===== src/rtl/midi_pkg.sv =====
// Shared MIDI constants and types for the receive parser and the status decoder.
package midi_pkg;

  localparam logic [7:0] STATUS_SYSEX_START = 8'hF0;
  localparam logic [7:0] STATUS_SYSEX_END   = 8'hF7;
  localparam logic [7:0] STATUS_TUNE_REQ    = 8'hF6;
  localparam logic [7:0] REALTIME_MIN       = 8'hF8;

  localparam logic [3:0] NOTE_OFF   = 4'h8;
  localparam logic [3:0] NOTE_ON    = 4'h9;
  localparam logic [3:0] PROG_CHG   = 4'hC;
  localparam logic [3:0] CHAN_PRESS = 4'hD;

  typedef enum logic [1:0] {
    ST_IDLE,
    ST_WAIT_D1,
    ST_WAIT_D2,
    ST_SYSEX
  } parser_state_e;

  typedef logic [1:0] data_cnt_t;

  typedef enum logic [2:0] {
    CLS_DATA,
    CLS_REALTIME,
    CLS_SYSEX_START,
    CLS_SYSEX_END,
    CLS_CHANNEL,
    CLS_SYS_COMMON,
    CLS_TUNE_REQ,
    CLS_UNDEFINED
  } byte_class_e;

endpackage


===== src/rtl/midi_msg_parser_if.sv =====
// Byte-in / message-out bundle between the UART receiver, the parser and the router core.
interface midi_msg_parser_if;
  logic       rxdv;
  logic [7:0] rxdata;
  logic       msg_valid;
  logic       msg_ready;
  logic [7:0] msg_status;
  logic [6:0] msg_data1;
  logic [6:0] msg_data2;
  logic [1:0] msg_len;

  modport master (
    output rxdv, rxdata, msg_ready,
    input  msg_valid, msg_status, msg_data1, msg_data2, msg_len
  );

  modport slave (
    input  rxdv, rxdata, msg_ready,
    output msg_valid, msg_status, msg_data1, msg_data2, msg_len
  );
endinterface


===== src/rtl/midi_status_decode.sv =====
// Combinational MIDI byte classifier: class, expected data-byte count, running-status effect.
module midi_status_decode
  import midi_pkg::*;
(
  input  logic [7:0]  byte_i,
  output byte_class_e cls_o,
  output data_cnt_t   data_cnt_o,
  output logic        rs_set_o,
  output logic        rs_clear_o
);

  always_comb begin
    cls_o      = CLS_DATA;
    data_cnt_o = 2'd0;
    rs_set_o   = 1'b0;
    rs_clear_o = 1'b0;
    if (!byte_i[7]) begin
      cls_o = CLS_DATA;
    end else if (byte_i >= REALTIME_MIN) begin
      cls_o = CLS_REALTIME;
    end else if (byte_i == STATUS_SYSEX_START) begin
      cls_o      = CLS_SYSEX_START;
      rs_clear_o = 1'b1;
    end else if (byte_i == STATUS_SYSEX_END) begin
      cls_o = CLS_SYSEX_END;
    end else if (byte_i < STATUS_SYSEX_START) begin
      cls_o      = CLS_CHANNEL;
      rs_set_o   = 1'b1;
      data_cnt_o = (byte_i[7:4] == PROG_CHG || byte_i[7:4] == CHAN_PRESS) ? 2'd1 : 2'd2;
    end else begin
      rs_clear_o = 1'b1;
      unique case (byte_i)
        8'hF1, 8'hF3: begin
          cls_o      = CLS_SYS_COMMON;
          data_cnt_o = 2'd1;
        end
        8'hF2: begin
          cls_o      = CLS_SYS_COMMON;
          data_cnt_o = 2'd2;
        end
        STATUS_TUNE_REQ: cls_o = CLS_TUNE_REQ;
        default:         cls_o = CLS_UNDEFINED;
      endcase
    end
  end

endmodule


===== src/rtl/midi_msg_parser.sv =====
// MIDI receive parser: assembles status + data bytes into messages on a one-entry output register.
// Optional macro MIDI_NOTE_OFF_NORMALIZE_EN: emit Note On velocity 0 as Note Off velocity 0x40.
module midi_msg_parser
  import midi_pkg::*;
#(
  parameter int unsigned DROP_CNT_WIDTH = 8,
  parameter int unsigned ERR_CNT_WIDTH  = 8
) (
  input  logic                      clk,
  input  logic                      rst,
  midi_msg_parser_if.slave          bus,
  output logic                      in_sysex,
  output logic [DROP_CNT_WIDTH-1:0] drop_count,
  output logic [ERR_CNT_WIDTH-1:0]  err_count
);

  parser_state_e state_q, state_d;
  logic [7:0]    status_q, status_d;
  logic          rs_valid_q, rs_valid_d;
  data_cnt_t     exp_q, exp_d;
  logic [6:0]    d1_q, d1_d;

  logic          out_valid_q;
  logic [7:0]    out_status_q;
  logic [6:0]    out_d1_q, out_d2_q;
  logic [1:0]    out_len_q;
  logic [DROP_CNT_WIDTH-1:0] drop_q;
  logic [ERR_CNT_WIDTH-1:0]  err_q;

  byte_class_e   cls;
  data_cnt_t     dec_cnt;
  logic          dec_rs_set, dec_rs_clear;

  logic          emit;
  logic [7:0]    em_status;
  logic [6:0]    em_d1, em_d2;
  logic [1:0]    em_len;
  logic          err_inc;

  midi_status_decode u_decode (
    .byte_i     (bus.rxdata),
    .cls_o      (cls),
    .data_cnt_o (dec_cnt),
    .rs_set_o   (dec_rs_set),
    .rs_clear_o (dec_rs_clear)
  );

  always_comb begin
    state_d    = state_q;
    status_d   = status_q;
    rs_valid_d = rs_valid_q;
    exp_d      = exp_q;
    d1_d       = d1_q;
    emit       = 1'b0;
    em_status  = '0;
    em_d1      = '0;
    em_d2      = '0;
    em_len     = '0;
    err_inc    = 1'b0;
    if (bus.rxdv) begin
      if (cls == CLS_DATA) begin
        unique case (state_q)
          ST_WAIT_D1: begin
            d1_d = bus.rxdata[6:0];
            if (exp_q == 2'd1) begin
              emit      = 1'b1;
              em_status = status_q;
              em_d1     = bus.rxdata[6:0];
              em_len    = 2'd2;
              state_d   = rs_valid_q ? ST_WAIT_D1 : ST_IDLE;
            end else begin
              state_d = ST_WAIT_D2;
            end
          end
          ST_WAIT_D2: begin
            emit      = 1'b1;
            em_status = status_q;
            em_d1     = d1_q;
            em_d2     = bus.rxdata[6:0];
            em_len    = 2'd3;
            state_d   = rs_valid_q ? ST_WAIT_D1 : ST_IDLE;
          end
          ST_IDLE:  err_inc = 1'b1;
          default:  ;
        endcase
      end else begin
        // Status bytes other than real-time and a stray F7 also end SysEx and drop partials.
        if (dec_rs_set)   rs_valid_d = 1'b1;
        if (dec_rs_clear) rs_valid_d = 1'b0;
        unique case (cls)
          CLS_REALTIME: begin
            emit      = 1'b1;
            em_status = bus.rxdata;
            em_len    = 2'd1;
          end
          CLS_SYSEX_START: begin
            status_d = '0;
            state_d  = ST_SYSEX;
          end
          CLS_SYSEX_END: begin
            if (state_q == ST_SYSEX) state_d = ST_IDLE;
          end
          CLS_CHANNEL, CLS_SYS_COMMON: begin
            status_d = bus.rxdata;
            exp_d    = dec_cnt;
            state_d  = ST_WAIT_D1;
          end
          CLS_TUNE_REQ: begin
            emit      = 1'b1;
            em_status = bus.rxdata;
            em_len    = 2'd1;
            status_d  = '0;
            state_d   = ST_IDLE;
          end
          default: begin
            status_d = '0;
            state_d  = ST_IDLE;
          end
        endcase
      end
    end
`ifdef MIDI_NOTE_OFF_NORMALIZE_EN
    if (emit && em_len == 2'd3 && em_status[7:4] == NOTE_ON && em_d2 == 7'd0) begin
      em_status = {NOTE_OFF, em_status[3:0]};
      em_d2     = 7'h40;
    end
`endif
  end

  always_ff @(posedge clk) begin
    if (!rst) begin
      state_q      <= ST_IDLE;
      status_q     <= '0;
      rs_valid_q   <= 1'b0;
      exp_q        <= '0;
      d1_q         <= '0;
      out_valid_q  <= 1'b0;
      out_status_q <= '0;
      out_d1_q     <= '0;
      out_d2_q     <= '0;
      out_len_q    <= '0;
      drop_q       <= '0;
      err_q        <= '0;
    end else begin
      state_q    <= state_d;
      status_q   <= status_d;
      rs_valid_q <= rs_valid_d;
      exp_q      <= exp_d;
      d1_q       <= d1_d;
      if (emit) begin
        if (out_valid_q && !bus.msg_ready) begin
          if (drop_q != '1) drop_q <= drop_q + 1'b1;
        end else begin
          out_valid_q  <= 1'b1;
          out_status_q <= em_status;
          out_d1_q     <= em_d1;
          out_d2_q     <= em_d2;
          out_len_q    <= em_len;
        end
      end else if (out_valid_q && bus.msg_ready) begin
        out_valid_q <= 1'b0;
      end
      if (err_inc && err_q != '1) err_q <= err_q + 1'b1;
    end
  end

  assign bus.msg_valid  = out_valid_q;
  assign bus.msg_status = out_status_q;
  assign bus.msg_data1  = out_d1_q;
  assign bus.msg_data2  = out_d2_q;
  assign bus.msg_len    = out_len_q;
  assign in_sysex       = (state_q == ST_SYSEX);
  assign drop_count     = drop_q;
  assign err_count      = err_q;

endmodule


===== src/flat_wrapper.sv =====
// flat-port wrapper written by rule: the top's interface ports become plain ports
module midi_msg_parser_flat import midi_pkg::*;
#(
  parameter int unsigned DROP_CNT_WIDTH = 8,
  parameter int unsigned ERR_CNT_WIDTH  = 8
)
  (clk, rst, in_sysex, drop_count, err_count, bus_rxdv, bus_rxdata, bus_msg_ready, bus_msg_valid, bus_msg_status, bus_msg_data1, bus_msg_data2, bus_msg_len);
  midi_msg_parser_if bus_i ();
  input  logic clk;
  input  logic rst;
  output logic in_sysex;
  output logic [DROP_CNT_WIDTH-1:0] drop_count;
  output logic [ERR_CNT_WIDTH-1:0] err_count;
  input wire logic [$bits(bus_i.rxdv)-1:0] bus_rxdv;
  input wire logic [$bits(bus_i.rxdata)-1:0] bus_rxdata;
  input wire logic [$bits(bus_i.msg_ready)-1:0] bus_msg_ready;
  output wire logic [$bits(bus_i.msg_valid)-1:0] bus_msg_valid;
  output wire logic [$bits(bus_i.msg_status)-1:0] bus_msg_status;
  output wire logic [$bits(bus_i.msg_data1)-1:0] bus_msg_data1;
  output wire logic [$bits(bus_i.msg_data2)-1:0] bus_msg_data2;
  output wire logic [$bits(bus_i.msg_len)-1:0] bus_msg_len;
  assign bus_i.rxdv = bus_rxdv;
  assign bus_i.rxdata = bus_rxdata;
  assign bus_i.msg_ready = bus_msg_ready;
  assign bus_msg_valid = bus_i.msg_valid;
  assign bus_msg_status = bus_i.msg_status;
  assign bus_msg_data1 = bus_i.msg_data1;
  assign bus_msg_data2 = bus_i.msg_data2;
  assign bus_msg_len = bus_i.msg_len;
  midi_msg_parser #(.DROP_CNT_WIDTH(DROP_CNT_WIDTH), .ERR_CNT_WIDTH(ERR_CNT_WIDTH)) u_core (.clk(clk), .rst(rst), .bus(bus_i), .in_sysex(in_sysex), .drop_count(drop_count), .err_count(err_count));
endmodule

===== config.mk =====
export PLATFORM = sky130hd
export DESIGN_NAME = midi_msg_parser_flat
export DESIGN_NICKNAME = d
export VERILOG_FILES = /design/src/rtl/midi_pkg.sv /design/src/rtl/midi_msg_parser_if.sv /design/src/rtl/midi_status_decode.sv /design/src/rtl/midi_msg_parser.sv /design/src/flat_wrapper.sv
export SDC_FILE = /design/constraint.sdc
export NUM_CORES = 1
export LEC_CHECK = 0
export CAP_MARGIN = 20
export CORE_MARGIN = 3
export CORE_UTILIZATION = 47
export DETAILED_ROUTE_END_ITERATION = 6
export PLACE_DENSITY = 0.8
export SLEW_MARGIN = 20
export SYNTH_ARGS = -nofsm -noshare
export SYNTH_HDL_FRONTEND = slang
export SYNTH_HIERARCHICAL = 1
export SYNTH_SLANG_ARGS = --single-unit

===== constraint.sdc =====
create_clock -name clk -period 2.7 [get_ports clk]
set_clock_uncertainty 0.2 [all_clocks]
set_input_delay 0.54 -clock clk [delete_from_list [all_inputs] [get_ports clk]]
set_output_delay 0.54 -clock clk [all_outputs]
set_load 0.02 [all_outputs]

==> impl_metrics.ini, run 1 <==
[die]
die_width_um = 86
start_util_pct = 49.63
core_area_um2 = 6061
num_io_pins = 54
die_height_um = 86
design.die.area_um2 = 7396
num_rows = 28

[power]
p_leak_nw = 1.511
vdd.ir_drop.worst_uv = 368.7
p_per_area_nw_per_um2 = 511.7

[hold_path]
holdPathEnd = u_core/d1_q[6]
hold_path_class = reg -> reg
hold_depth = 2
min-delay-start = u_core/d1_q[6]

[worst_setup_path]
crit_type = in -> reg
critPathMaxFanout = 6
r2r-end = u_core/drop_count[6]
reg2reg_from = u_core/state_q[0]
end_kind = register
critPathRequiredTime_ns = 2.77
cp-start-kind = input pin
crit_arrival_ns = 2.77
rrSetupSlack_ns = 0.14
rr_worst_depth = 6

[run_status]
outcome = completed

[detailed_routing]
drc = 0
dr_total_vias = 3147
via_per_inst = 5.994
wl_um = 8548
dr.pass1.iters = 4
ant_nets = 0
drt_first_iter_violations = 262
avgRoutedWirePerCell_um = 16.28

[place]
gp_congestion = 0.8484
place.port_buffers = 53
hpwl_um = 5734

[timing]
relSlewSlack_pct = 58.77
finalHoldViolations = 0
finalSetupViolations = 0
finalSetupTns_ns = 0
slew_viol_final = 0
max_slew.worst_pin.slew_ns = 0.6132
max_freq_mhz = 370.6
period_needed_ns = 2.698
finalCritPeriodShare_pct = 99.94

[synth]
synth-edff-count = 0
yosysWarnings = 6
ys_ff_latch = 61
synth.distinct_cells = 51
avgSynthCellArea_um2 = 8.449
netlist_area_um2 = 3008
synthCells = 356
ys_seq_area_share_pct = 40.60
yosys_most_used_dff = dfxtp_1
syn-num-nets = 375
synthArstFlopShare_pct = 0

[final_layout]
syn_to_final_growth_pct = 39.89
drive_above_1_share_pct = 18.22
final_cell_mix = dfxtp_1 (61), buf_4 (47), clkdlybuf4s50_1 (45)
fillers = 469
fin_nets = 464
utilization_pct = 69.43
final_common_cell = dfxtp_1
num_antenna_cells = 0

[clocking]
cts.clk_slew.worst_paths_ns = 0.07
cts_hold_buf = 0
htree_num_levels = 3
clk_latency_ns = 0.34
cts_inserted_buffers = 9
cts_tree = built
clock-sinks = 61
clk_path_buf_depth = 2
root_buffer = clkbuf_8

[job]
cap_violations = 0

[grt]
gr-total-overflow = 0
antenna_found_initial = 0
grt_pass1_wl_um = 13680
grt_max_degree = 53
first_global_vias = 2896
track_usage_pct = 23.08
==> registers in the layout, indices dropped and copies added (netlist names), 7 cells and up <==
| register | count |
|---|---|
| u_core/status_q | 8 |
| u_core/d1_q | 7 |
| u_core/bus.msg_data1 | 7 |
| u_core/bus.msg_data2 | 7 |
| u_core/err_count | 8 |
| u_core/drop_count | 8 |
| u_core/bus.msg_status | 8 |
==> kinds of logic (layout without fill, tap and decap cells) <==
| group | after synthesis | in the layout | share of synthesized area (%) |
|---|---|---|---|
| AND/OR/NAND/NOR | 125 | 125 | 23.42 |
| AO/OA/AOI/OAI | 117 | 118 | 24.58 |
| flip-flops | 61 | 61 | 40.60 |
| buffers and inverters | 35 | 128 | 4.908 |
| multiplexers | 9 | 9 | 2.995 |
| adder cells (fa/ha/maj) | 7 | 7 | 2.912 |
| XOR/XNOR | 2 | 2 | 0.5825 |
==> area by class of cell <==
class	count	area (um2)	area share [%]
well taps	75	93.84	2.230
clock buffers	10	127.6	3.033
inverters	9	33.78	0.8029
flip-flops and latches	61	1221	29.02
multi-input cells	261	1722	40.92
repair buffers	103	922.1	21.91
clock inverters	6	87.58	2.081
==> repair_timing <==
action / 4_1_cts / 5_1_grt
gates resized for setup: 16 / 10
endpoints found under the hold margin: 0 / 0
setup buffers: 2 / 3
setup endpoints to repair: 41 / 44
gates cloned: 1 / 0
pin swaps: 3 / 4
==> where the power goes <==
| group | switching [mW] | leakage (nW) | internal (mW) |
|---|---|---|---|
| logic | 0.182 | 0.907 | 0.143 |
| clock network | 0.368 | 0.110 | 0.520 |
| registers | 0.0160 | 0.494 | 0.924 |
| total | 0.566 | 1.51 | 1.59 |
==> worst max-delay path by stage <==
| stage | start | to | slack [ns] | depth (start not counted) |
|---|---|---|---|---|
| finish | bus_rxdata[7] | u_core/err_count[5] | 0.002 | 8 |
| global route | bus_rxdata[7] | u_core/err_count[4] | -0.05 | 9 |
| CTS | bus_rxdata[3] | u_core/bus.msg_status[2] | 0.03 | 10 |
| detailed placement | bus_rxdata[1] | u_core/err_count[5] | -0.48 | 8 |
| global placement | bus_rxdata[1] | u_core/err_count[7] | -0.42 | 8 |
| floorplan | bus_rxdata[2] | u_core/drop_count[6] | 0.005 | 9 |
==> stage by stage <==
| step | instance area, um2 | power [mW] | hold WS, ns | worst slack (ns) | instances |
|---|---|---|---|---|---|
| finish | 4208 | 2.153 | 0.2615 | 0.001751 | 525 |
| global placement | 3876 | 1.252 | 0.2423 | -0.4229 | 503 |
| floorplan | 3015 | 1.116 | 0.2366 | 0.004648 | 356 |
| global route | 4208 | 2.239 | 0.2882 | -0.05327 | 525 |
| CTS | 4146 | 2.154 | 0.2578 | 0.02748 | 522 |
| detailed placement | 3876 | 1.260 | 0.2477 | -0.4815 | 503 |
==> Yosys cell counts (4+ instances only) <==
library cell	count	area share, %
a211oi_1	8	2.0
a21oi_1	41	6.8
a22o_1	7	2.0
a22oi_1	15	3.7
and2_1	8	1.7
buf_2	7	1.2
clkbuf_1	16	2.0
dfxtp_1	61	41
ha_1	7	2.9
inv_1	8	1.0
mux2i_1	9	3.0
nand2_1	25	3.1
nand2b_1	7	1.5
nand3_1	14	2.3
nand4_1	19	4.0
nor2_1	18	2.2
nor3_1	5	0.83
nor4_1	4	0.83
o21ai_0	21	3.5
o31ai_1	4	1.0
or3_1	4	0.83
or4_1	4	1.0
==> worst max-delay path, cell delays in order <==
cell	delay, ns
dlygate4sd2_1	0.28
nand4_1	0.27
o21a_1	0.30
buf_4	0.16
nor4b_4	0.26
o211ai_1	0.25
or4_4	0.57
a21oi_2	0.14
==> layer usage <==
metal | track usage, % | part of all wire (%) | vias up | routed length [um]
met5 | 0 | 0 | - | 0
met4 | 11.37 | 2.6 | 0 | 221
met3 | 5.476 | 6.2 | 23 | 533
met2 | 35.88 | 48 | 122 | 4138
li1 | - | - | 1506 | -
met1 | 29.91 | 43 | 1496 | 3655
Note: power is estimated with default switching activity, not from simulation.
==> run 2: changes to the inputs <==
--- a/config.mk
+++ b/config.mk
@@ -9,7 +9,7 @@
 export CORE_MARGIN = 3
 export CORE_UTILIZATION = 47
 export DETAILED_ROUTE_END_ITERATION = 6
-export PLACE_DENSITY = 0.8
+export PLACE_DENSITY = 0.72
 export SLEW_MARGIN = 20
 export SYNTH_ARGS = -nofsm -noshare
 export SYNTH_HDL_FRONTEND = slang
==> constraint.sdc (replaced) <==
create_clock -name clk -period 2.39 [get_ports clk]
set_clock_uncertainty 0.2 [all_clocks]
set_input_delay 0.478 -clock clk [delete_from_list [all_inputs] [get_ports clk]]
set_output_delay 0.478 -clock clk [all_outputs]
set_load 0.02 [all_outputs]
==> run 2 against run 1 <==
Against the previous run:
- die area did not move
- highest routed layer unchanged
- via count rose by 0.38%
- first-iteration DRC count fell by 22%
- count of clock-buffer cells in the layout rose by 2
- power is 20% higher
- wire length grew 3.5%
- clock power increased by 27%
- largest power group is now clock
- combinational power increased by 20%
- final area grew 3.0%
==> impl_metrics.ini, run 2 (synthesis results as in run 1) <==
[final_layout]
syn_to_final_growth_pct = 44.05
fin_cells = 531
fin_area_um2 = 4333
utilization_pct = 71.49
final_cell_mix = dfxtp_1 (61), buf_4 (50), clkdlybuf4s50_1 (45)
final_common_cell = dfxtp_1
drive_above_1_share_pct = 23.03
num_antenna_cells = 0
fin_nets = 470

[die]
start_util_pct = 49.63
num_io_pins = 54
core_area_um2 = 6061
num_rows = 28
die_height_um = 86
design.die.area_um2 = 7396
die_width_um = 86

[worst_setup_path]
cp_num_buf_inv = 4
crit_arrival_ns = 2.39
cp-start-kind = input pin
critPathMostFrequentCell = buf_4
critPathRequiredTime_ns = 2.45
cp_slowest_cell = or4b_2
critPathTopFamily = compound AO/OA/AOI/OAI gates
slowest_delay_ns = 0.68
crit_type = in -> reg
cp_cell_sequence = buf_2, o31a_1, o21a_1, buf_6, buf_4, buf_4, or4b_2, a21oi_1
end_kind = register
critPathMaxFanout = 7

[timing]
max_slew.worst_pin.slew_ns = 0.8424
max_freq_mhz = 428.4
finalCritPeriodShare_pct = 97.66
finalSetupViolations = 0
finalHoldViolations = 0
slew_viol_final = 0
finalSetupTns_ns = 0
whs_ns = 0.2590
relSlewSlack_pct = 43.36
period_needed_ns = 2.334
finalWorstSetupSlack_ns = 0.05594

[detailed_routing]
avgRoutedWirePerCell_um = 16.67
dr.pass1.iters = 5
drt_first_iter_violations = 204
via_per_inst = 5.949
ant_nets = 0
drc = 0
dr_total_vias = 3159
wl_um = 8850

[grt]
track_usage_pct = 24.16
met1_usage_pct = 31.32
grtUsageMet3_pct = 6.052
first_global_vias = 2985
busiest_layer = met2
use_met2_pct = 38.40
gr-total-overflow = 0
antenna_found_initial = 0
grt_max_degree = 53
grt_pass1_wl_um = 14280

[place]
gp_congestion = 0.8586
hpwl_um = 5881
place.port_buffers = 53
dpl.cell_count = 507
placed_cell_area_um2 = 3968
pre_cts_ws_ns = -0.7620

[clocking]
cts.clk_slew.worst_paths_ns = 0.07
cts_tree = built
clk_path_buf_depth = 2
htree_num_levels = 3
clk_latency_ns = 0.34
clock-sinks = 61
cts_inserted_buffers = 9
root_buffer = clkbuf_8

[power]
vdd.ir_drop.worst_uv = 437.8
power_mw = 2.580
p_per_area_nw_per_um2 = 595.5
p_leak_nw = 1.568

[hold_path]
hold_path_class = reg -> reg

[run_status]
outcome = completed

[job]
cap_violations = 0
run 2: changes by cell type in the layout (fill, tap and decap cells not counted), sizes merged:
cell,previous run,this run
buf,50,64
dlygate4sd2,5,0
clkbuf,10,13
clkinv,5,2
clkdlybuf4s15,2,0
bufinv,2,3
dlymetal6s2s,1,0
o211ai,3,2
run 2: repair_timing:
action / CTS / global route
setup buffers: 6 / 1
endpoints found under the setup margin: 59 / 43
gates cloned: 1 / 0
pin swaps: 6 / 8
resized for setup: 36 / 17
hold buffers: 0 / 0
run 2: power breakdown:
| part | internal (mW) | total [mW] | switching [mW] |
|---|---|---|---|
| combinational | 0.174 | 0.389 | 0.215 |
| clock | 0.721 | 1.13 | 0.407 |
| sequential | 1.04 | 1.06 | 0.0187 |
| total | 1.94 | 2.58 | 0.642 |
run 2: tightest hold or removal path, cell delays in order (launching register included):
cell and delay [ns]:
dfxtp_1 0.31, nand2_1 0.05, a21oi_1 0.05
run 2: worst paths after layout:
path                                   startpoint                  endpoint  slack (ns)  cells past startpoint
worst max-delay path                bus_rxdata[1]         u_core/state_q[1]        0.06                      8
worst min register to register     u_core/d1_q[1]            u_core/d1_q[1]        0.26                      2
worst max register to register  u_core/state_q[1]  u_core/bus.msg_status[1]        0.09                      7
worst min-delay path               u_core/d1_q[1]            u_core/d1_q[1]        0.26                      2
run 2: cell type report:
| type | instances | area (um2) |
|---|---|---|
| inverter | 9 | 33.78 |
| timing repair buffer | 110 | 964.7 |
| fill | 473 | 1728 |
| clock buffer | 12 | 145.1 |
| tap | 75 | 93.84 |
| multi-input combinational | 260 | 1779 |
| sequential | 61 | 1221 |
| clock inverter | 4 | 95.09 |
run 2: layer usage:
layer / vias to the layer above / share of wire [%]
met4: 0 / 1.8
met5: - / 0
met2: 151 / 47
met1: 1464 / 43
met3: 18 / 8.0
li1: 1526 / -
